### config.mk
export PLATFORM = sky130hd
export DESIGN_NAME = instruction_fetch
export DESIGN_NICKNAME = d
export VERILOG_FILES = /design/src/rtl/instruction_fetch_pkg.sv /design/src/rtl/instruction_fetch_redirect_latch.sv /design/src/rtl/instruction_fetch.sv
export SDC_FILE = /design/constraint.sdc
export NUM_CORES = 1
export LEC_CHECK = 0
export ABC_AREA = 1
export BUFFER_PORTS_ARGS = -buffer_cell sky130_fd_sc_hd__buf_2
export CAP_MARGIN = 20
export CORE_ASPECT_RATIO = 1.25
export CORE_MARGIN = 8
export CORE_UTILIZATION = 29
export CTS_CLUSTER_SIZE = 14
export DETAILED_ROUTE_END_ITERATION = 10
export GPL_TIMING_DRIVEN = 0
export PLACE_DENSITY = 0.48
export SYNTH_ARGS = -nofsm -noshare
export SYNTH_HDL_FRONTEND = slang
export SYNTH_SLANG_ARGS = --single-unit
### constraint.sdc
create_clock -name clk -period 2.4 [get_ports clk]
set_input_delay 0.12 -clock clk [delete_from_list [all_inputs] [get_ports clk]]
set_output_delay 0.12 -clock clk [all_outputs]
set_load 0.02 [all_outputs]
### src/rtl/instruction_fetch_pkg.sv
// instruction_fetch_pkg: shared widths, fetch state encoding and address helper.
package instruction_fetch_pkg;

    localparam int MEMORY_ADDR_W = 32;
    localparam int INST_W        = 32;

    typedef enum logic [1:0] {
        IF_ST_IDLE  = 2'd0,
        IF_ST_FETCH = 2'd1,
        IF_ST_HOLD  = 2'd2
    } if_state_e;

    function automatic logic [MEMORY_ADDR_W-1:0] word_align(input logic [MEMORY_ADDR_W-1:0] a);
        return {a[MEMORY_ADDR_W-1:2], 2'b00};
    endfunction

endpackage

### src/rtl/instruction_fetch_redirect_latch.sv
// fetch_redirect_latch: remembers a redirect seen while a fetch is in flight
// and resolves it against a same-cycle redirect when the ack arrives.
module fetch_redirect_latch
    import instruction_fetch_pkg::*;
(
    input  logic                     clk,
    input  logic                     rst_n,
    input  logic                     fetching_i,
    input  logic                     imem_ack_i,
    input  logic                     redirect_valid_i,
    input  logic [MEMORY_ADDR_W-1:0] redirect_pc_i,
    output logic                     take_o,
    output logic [MEMORY_ADDR_W-1:0] target_o
);

    logic                     pend_q, pend_d;
    logic [MEMORY_ADDR_W-1:0] pend_pc_q, pend_pc_d;

    always_comb begin
        pend_d    = pend_q;
        pend_pc_d = pend_pc_q;
        if (fetching_i) begin
            if (imem_ack_i) begin
                pend_d = 1'b0;
            end else if (redirect_valid_i) begin
                pend_d    = 1'b1;
                pend_pc_d = word_align(redirect_pc_i);
            end
        end
    end

    // A redirect arriving in the ack cycle is newer than anything latched.
    assign take_o   = pend_q | redirect_valid_i;
    assign target_o = redirect_valid_i ? word_align(redirect_pc_i) : pend_pc_q;

    always_ff @(posedge clk or negedge rst_n) begin
        if (!rst_n) begin
            pend_q    <= 1'b0;
            pend_pc_q <= '0;
        end else begin
            pend_q    <= pend_d;
            pend_pc_q <= pend_pc_d;
        end
    end

endmodule

### src/rtl/instruction_fetch.sv
// instruction_fetch: holds the fetch PC, issues single-outstanding imem reads
// and hands each returned word to decode over a valid/ready handshake.
module instruction_fetch
    import instruction_fetch_pkg::*;
#(
    parameter logic [MEMORY_ADDR_W-1:0] RESET_PC = '0
) (
    input  logic                     clk,
    input  logic                     rst_n,
    output logic                     imem_req,
    output logic [MEMORY_ADDR_W-1:0] imem_addr,
    input  logic                     imem_ack,
    input  logic [INST_W-1:0]        imem_rdata,
    output logic                     inst_valid,
    output logic [INST_W-1:0]        inst,
    output logic [MEMORY_ADDR_W-1:0] inst_pc,
    input  logic                     inst_ready,
    input  logic                     redirect_valid,
    input  logic [MEMORY_ADDR_W-1:0] redirect_pc
);

    if_state_e                state_q, state_d;
    logic [MEMORY_ADDR_W-1:0] fetch_pc_q, fetch_pc_d;
    logic [INST_W-1:0]        inst_q, inst_d;
    logic [MEMORY_ADDR_W-1:0] inst_pc_q, inst_pc_d;
    logic                     redir_take;
    logic [MEMORY_ADDR_W-1:0] redir_target;

    fetch_redirect_latch u_redirect (
        .clk              (clk),
        .rst_n            (rst_n),
        .fetching_i       (state_q == IF_ST_FETCH),
        .imem_ack_i       (imem_ack),
        .redirect_valid_i (redirect_valid),
        .redirect_pc_i    (redirect_pc),
        .take_o           (redir_take),
        .target_o         (redir_target)
    );

    always_comb begin
        state_d    = state_q;
        fetch_pc_d = fetch_pc_q;
        inst_d     = inst_q;
        inst_pc_d  = inst_pc_q;
        case (state_q)
            IF_ST_IDLE: state_d = IF_ST_FETCH;
            IF_ST_FETCH: begin
                // Address stays put until ack; a redirect only retargets afterwards.
                if (imem_ack) begin
                    if (redir_take) begin
                        fetch_pc_d = redir_target;
                    end else begin
                        inst_d    = imem_rdata;
                        inst_pc_d = fetch_pc_q;
                        state_d   = IF_ST_HOLD;
                    end
                end
            end
            IF_ST_HOLD: begin
                if (inst_ready || redirect_valid) begin
                    fetch_pc_d = redirect_valid ? word_align(redirect_pc)
                                                : inst_pc_q + MEMORY_ADDR_W'(4);
                    state_d    = IF_ST_FETCH;
                end
            end
            default: state_d = IF_ST_IDLE;
        endcase
    end

    assign imem_req   = (state_q == IF_ST_FETCH);
    assign imem_addr  = fetch_pc_q;
    assign inst_valid = (state_q == IF_ST_HOLD);
    assign inst       = inst_q;
    assign inst_pc    = inst_pc_q;

    always_ff @(posedge clk or negedge rst_n) begin
        if (!rst_n) begin
            state_q    <= IF_ST_IDLE;
            fetch_pc_q <= RESET_PC;
            inst_q     <= '0;
            inst_pc_q  <= RESET_PC;
        end else begin
            state_q    <= state_d;
            fetch_pc_q <= fetch_pc_d;
            inst_q     <= inst_d;
            inst_pc_q  <= inst_pc_d;
        end
    end

endmodule
==> results.tsv <==
metric	value	unit
vias in the first global route	6318	
fin. max-slew vios	0	
I/O Pins	167	
DP Area	7470	µm²
Setup violations, final	0	
gr ovfl total	0	
reg2reg setup slack	0.47	ns
post-synthesis sequential area ratio	52.3	%
syn avg cell area	8.34	µm²
Setup Skew	0.00874	ns
core area	21400	µm²
WP buf/inv	0	
Cells after DPL	1196	
die area	26600	µm²
DR WL/cell	16.7	µm
TNS Setup	0	ns
Synth async-reset ratio	100	%
clk_lat worst skew	0.42	ns
H-tree Lvls	4	
chip width	148	µm
Slowest cell on crit path	dfrtp_1	
nets@finish	1069	
PnR worst setup slack	0.473	ns
die height	180	µm
initial core utilization	29.3	%
Max stage delay on crit path	0.48	ns
Worst Path Arrival	2.27	ns
FF-to-FF Start	inst_pc[2]	
via/cell ratio	4.55	
# hold bufs at CTS	63	
Max Cap Viol	0	
n_diodes	0	
Max rail drop VDD	557	µV
most used cell, CP	nand2_1	
Critical Path, Cell by Cell	ha_1 -> nand2_1 -> nor2_2 -> nand2_1 -> nor2_1 -> nand2_1 -> nand2_1 -> nand2_1 -> a21oi_1	
DRC Markers	0	
TritonCTS clock tree	built	
Worst Max-Slew Pin Slew	0.650	ns
commonest non-fill, non-tap cell in the layout	buf_2	
clock buffer count from CTS	17	
Routed WL	21600	µm
Clock transition at path regs	0.06	ns
port bufs	164	
worst hold slack	0.122	ns
RSZ-0062 raised after global routing	no	
crit-path leading delay family	simple AND/OR/NAND/NOR gates	
Crit Path Class	reg2reg	
1st-iter DRT viols	332	
pin count of the biggest net entering global routing	76	
period utilization	80.3	%
Syn. warnings	0	
Crit. End Element	register	
worst-path maximum fanout	5	
commonest cells after routing, fill and taps aside	182 x buf_2, 177 x nand2_1, 131 x dfrtp_1	
Hold Path Class	in2reg	
FP Rows	60	
max frequency	0.519	GHz
GPL Wtd Cong	0.799	
number of flops mapped to enable cells by yosys	0	
FF-to-FF End	imem_addr[16]	
Root Driver	clkbuf_16	
Worst Hold Path Cells	5	
# fillers	2225	
layout cells sized above 1	27.1	%
status	finished clean	
Most used DFF post-synth	dfrtp_1	
hpwl dp	16200	µm
post-synth cell types	35	
Setup crit start kind	register	
clk sinks	131	
Worst R2R Path Depth	9	
CTS resizes	0	
Routed Antenna Nets	0	
Final min period	1.93	ns
Final Cell Area	8790	µm²
Slew headroom	56.7	%
area grow syn2layout	40.1	%
Total GRT Usage	16.8	%
Util after Layout	41.1	%
DP Worst Slack	0.482	ns
vias	5875	
initial antenna violation count	0	
Fin. Hold Viols	0	
Worst Hold Launch	redirect_pc[3]	
Layout Cells excl Fill	1291	
first-pass GRT wire length	34900	µm
total power	11.9	mW
CTS max path bufs	2	
Cell Pwr Density	1350	nW/µm²
Min-Delay Endpoint	imem_addr[3]	
Yosys reg bits	131	
Worst EP required	2.75	ns
Synthesized Nets	822	
leakage power	4.29	nW
Cell Area, Synth	6270	µm²
drt first pass iters	5	
Synth Instances	752	
setup bufs post-CTS	0	
-- registers in the layout, summed over array words and instances, names as in the netlist --
| register | flops |
|---|---|
| inst | 32 |
| inst_pc | 32 |
| imem_addr | 32 |
| state_q | 2 |
| u_redirect.pend_pc_q | 32 |
| u_redirect.pend_q | 1 |
-- cell usage after synthesis, drive strengths merged (3+ instances only) --
| master | instances | area (µm²) |
|---|---|---|
| mux2 | 34 | 383 |
| xor2 | 3 | 26.3 |
| nand4 | 4 | 25.0 |
| a31oi | 4 | 25.0 |
| nand3 | 36 | 180 |
| nand2 | 181 | 694 |
| buf | 27 | 155 |
| a21oi | 49 | 257 |
| dfrtp | 131 | 3280 |
| a22oi | 6 | 45.0 |
| clkbuf | 5 | 20.0 |
| inv | 69 | 259 |
| nor2 | 128 | 517 |
| o21ai | 65 | 325 |
-- kinds of logic (layout without fill, tap and decap cells) --
group / count (synthesis) / count (layout) / synth area share [%]
AOI/OAI and AO/OA: 128 / 128 / 10.9
xor gates and xnor gates: 5 / 5 / 0.698
adders and majority gates: 1 / 1 / 0.199
buffers and inverters: 101 / 361 / 6.92
DFF: 131 / 131 / 52.3
muxes: 34 / 34 / 6.11
and+or+nand+nor: 352 / 352 / 22.9
-- power by group --
group	leakage (nW)	switching [mW]	internal, mW	total (mW)
Clock	0.325	1.02	2.00	3.03
Combinational	2.42	3.09	1.70	4.79
Sequential	1.54	0.810	3.25	4.06
-- how the worst max path moves through the flow --
stage / start / end / slack [ns] / depth (start not counted)
3_5_place_dp: inst_pc[2] / imem_addr[16] / 0.48 / 9
5_1_grt: inst_pc[2] / imem_addr[16] / 0.23 / 9
4_1_cts: inst_pc[2] / imem_addr[16] / 0.46 / 9
2_1_floorplan: inst_pc[3] / imem_addr[22] / 0.81 / 9
6_report: inst_pc[2] / imem_addr[16] / 0.47 / 9
3_3_place_gp: rst_n / u_redirect.pend_pc_q[22] / -0.86 / 1
-- area by class of cell --
class	instances	area [µm²]	share of cell area (%)
inverters	69	259	2.95
multi-input cells	520	2560	29.1
flip-flops and latches	131	3280	37.3
clock buffers	19	453	5.15
repair buffers	228	1490	16.9
plain buffers	32	175	1.99
well taps	279	349	3.97
clock inverters	13	230	2.62
-- metal layers --
metal	routed length (µm)	share of wire (%)	vias up	global-route usage [%]
li1	-	-	2911	-
met1	9090	42	2818	19.5
met2	10900	51	135	28.9
met3	1270	5.9	11	5.10
met4	310	1.4	0	5.15
met5	0	0	-	0
-- worst reg2reg max path: stages, from the launching register on --
cell and delay (ns):
dfrtp_1 0.48, ha_1 0.24, nand2_1 0.10, nor2_2 0.22
nand2_1 0.15, nor2_1 0.32, nand2_1 0.09, nand2_1 0.08
nand2_1 0.05, a21oi_1 0.14
Note: power is estimated with default switching activity, not from simulation.
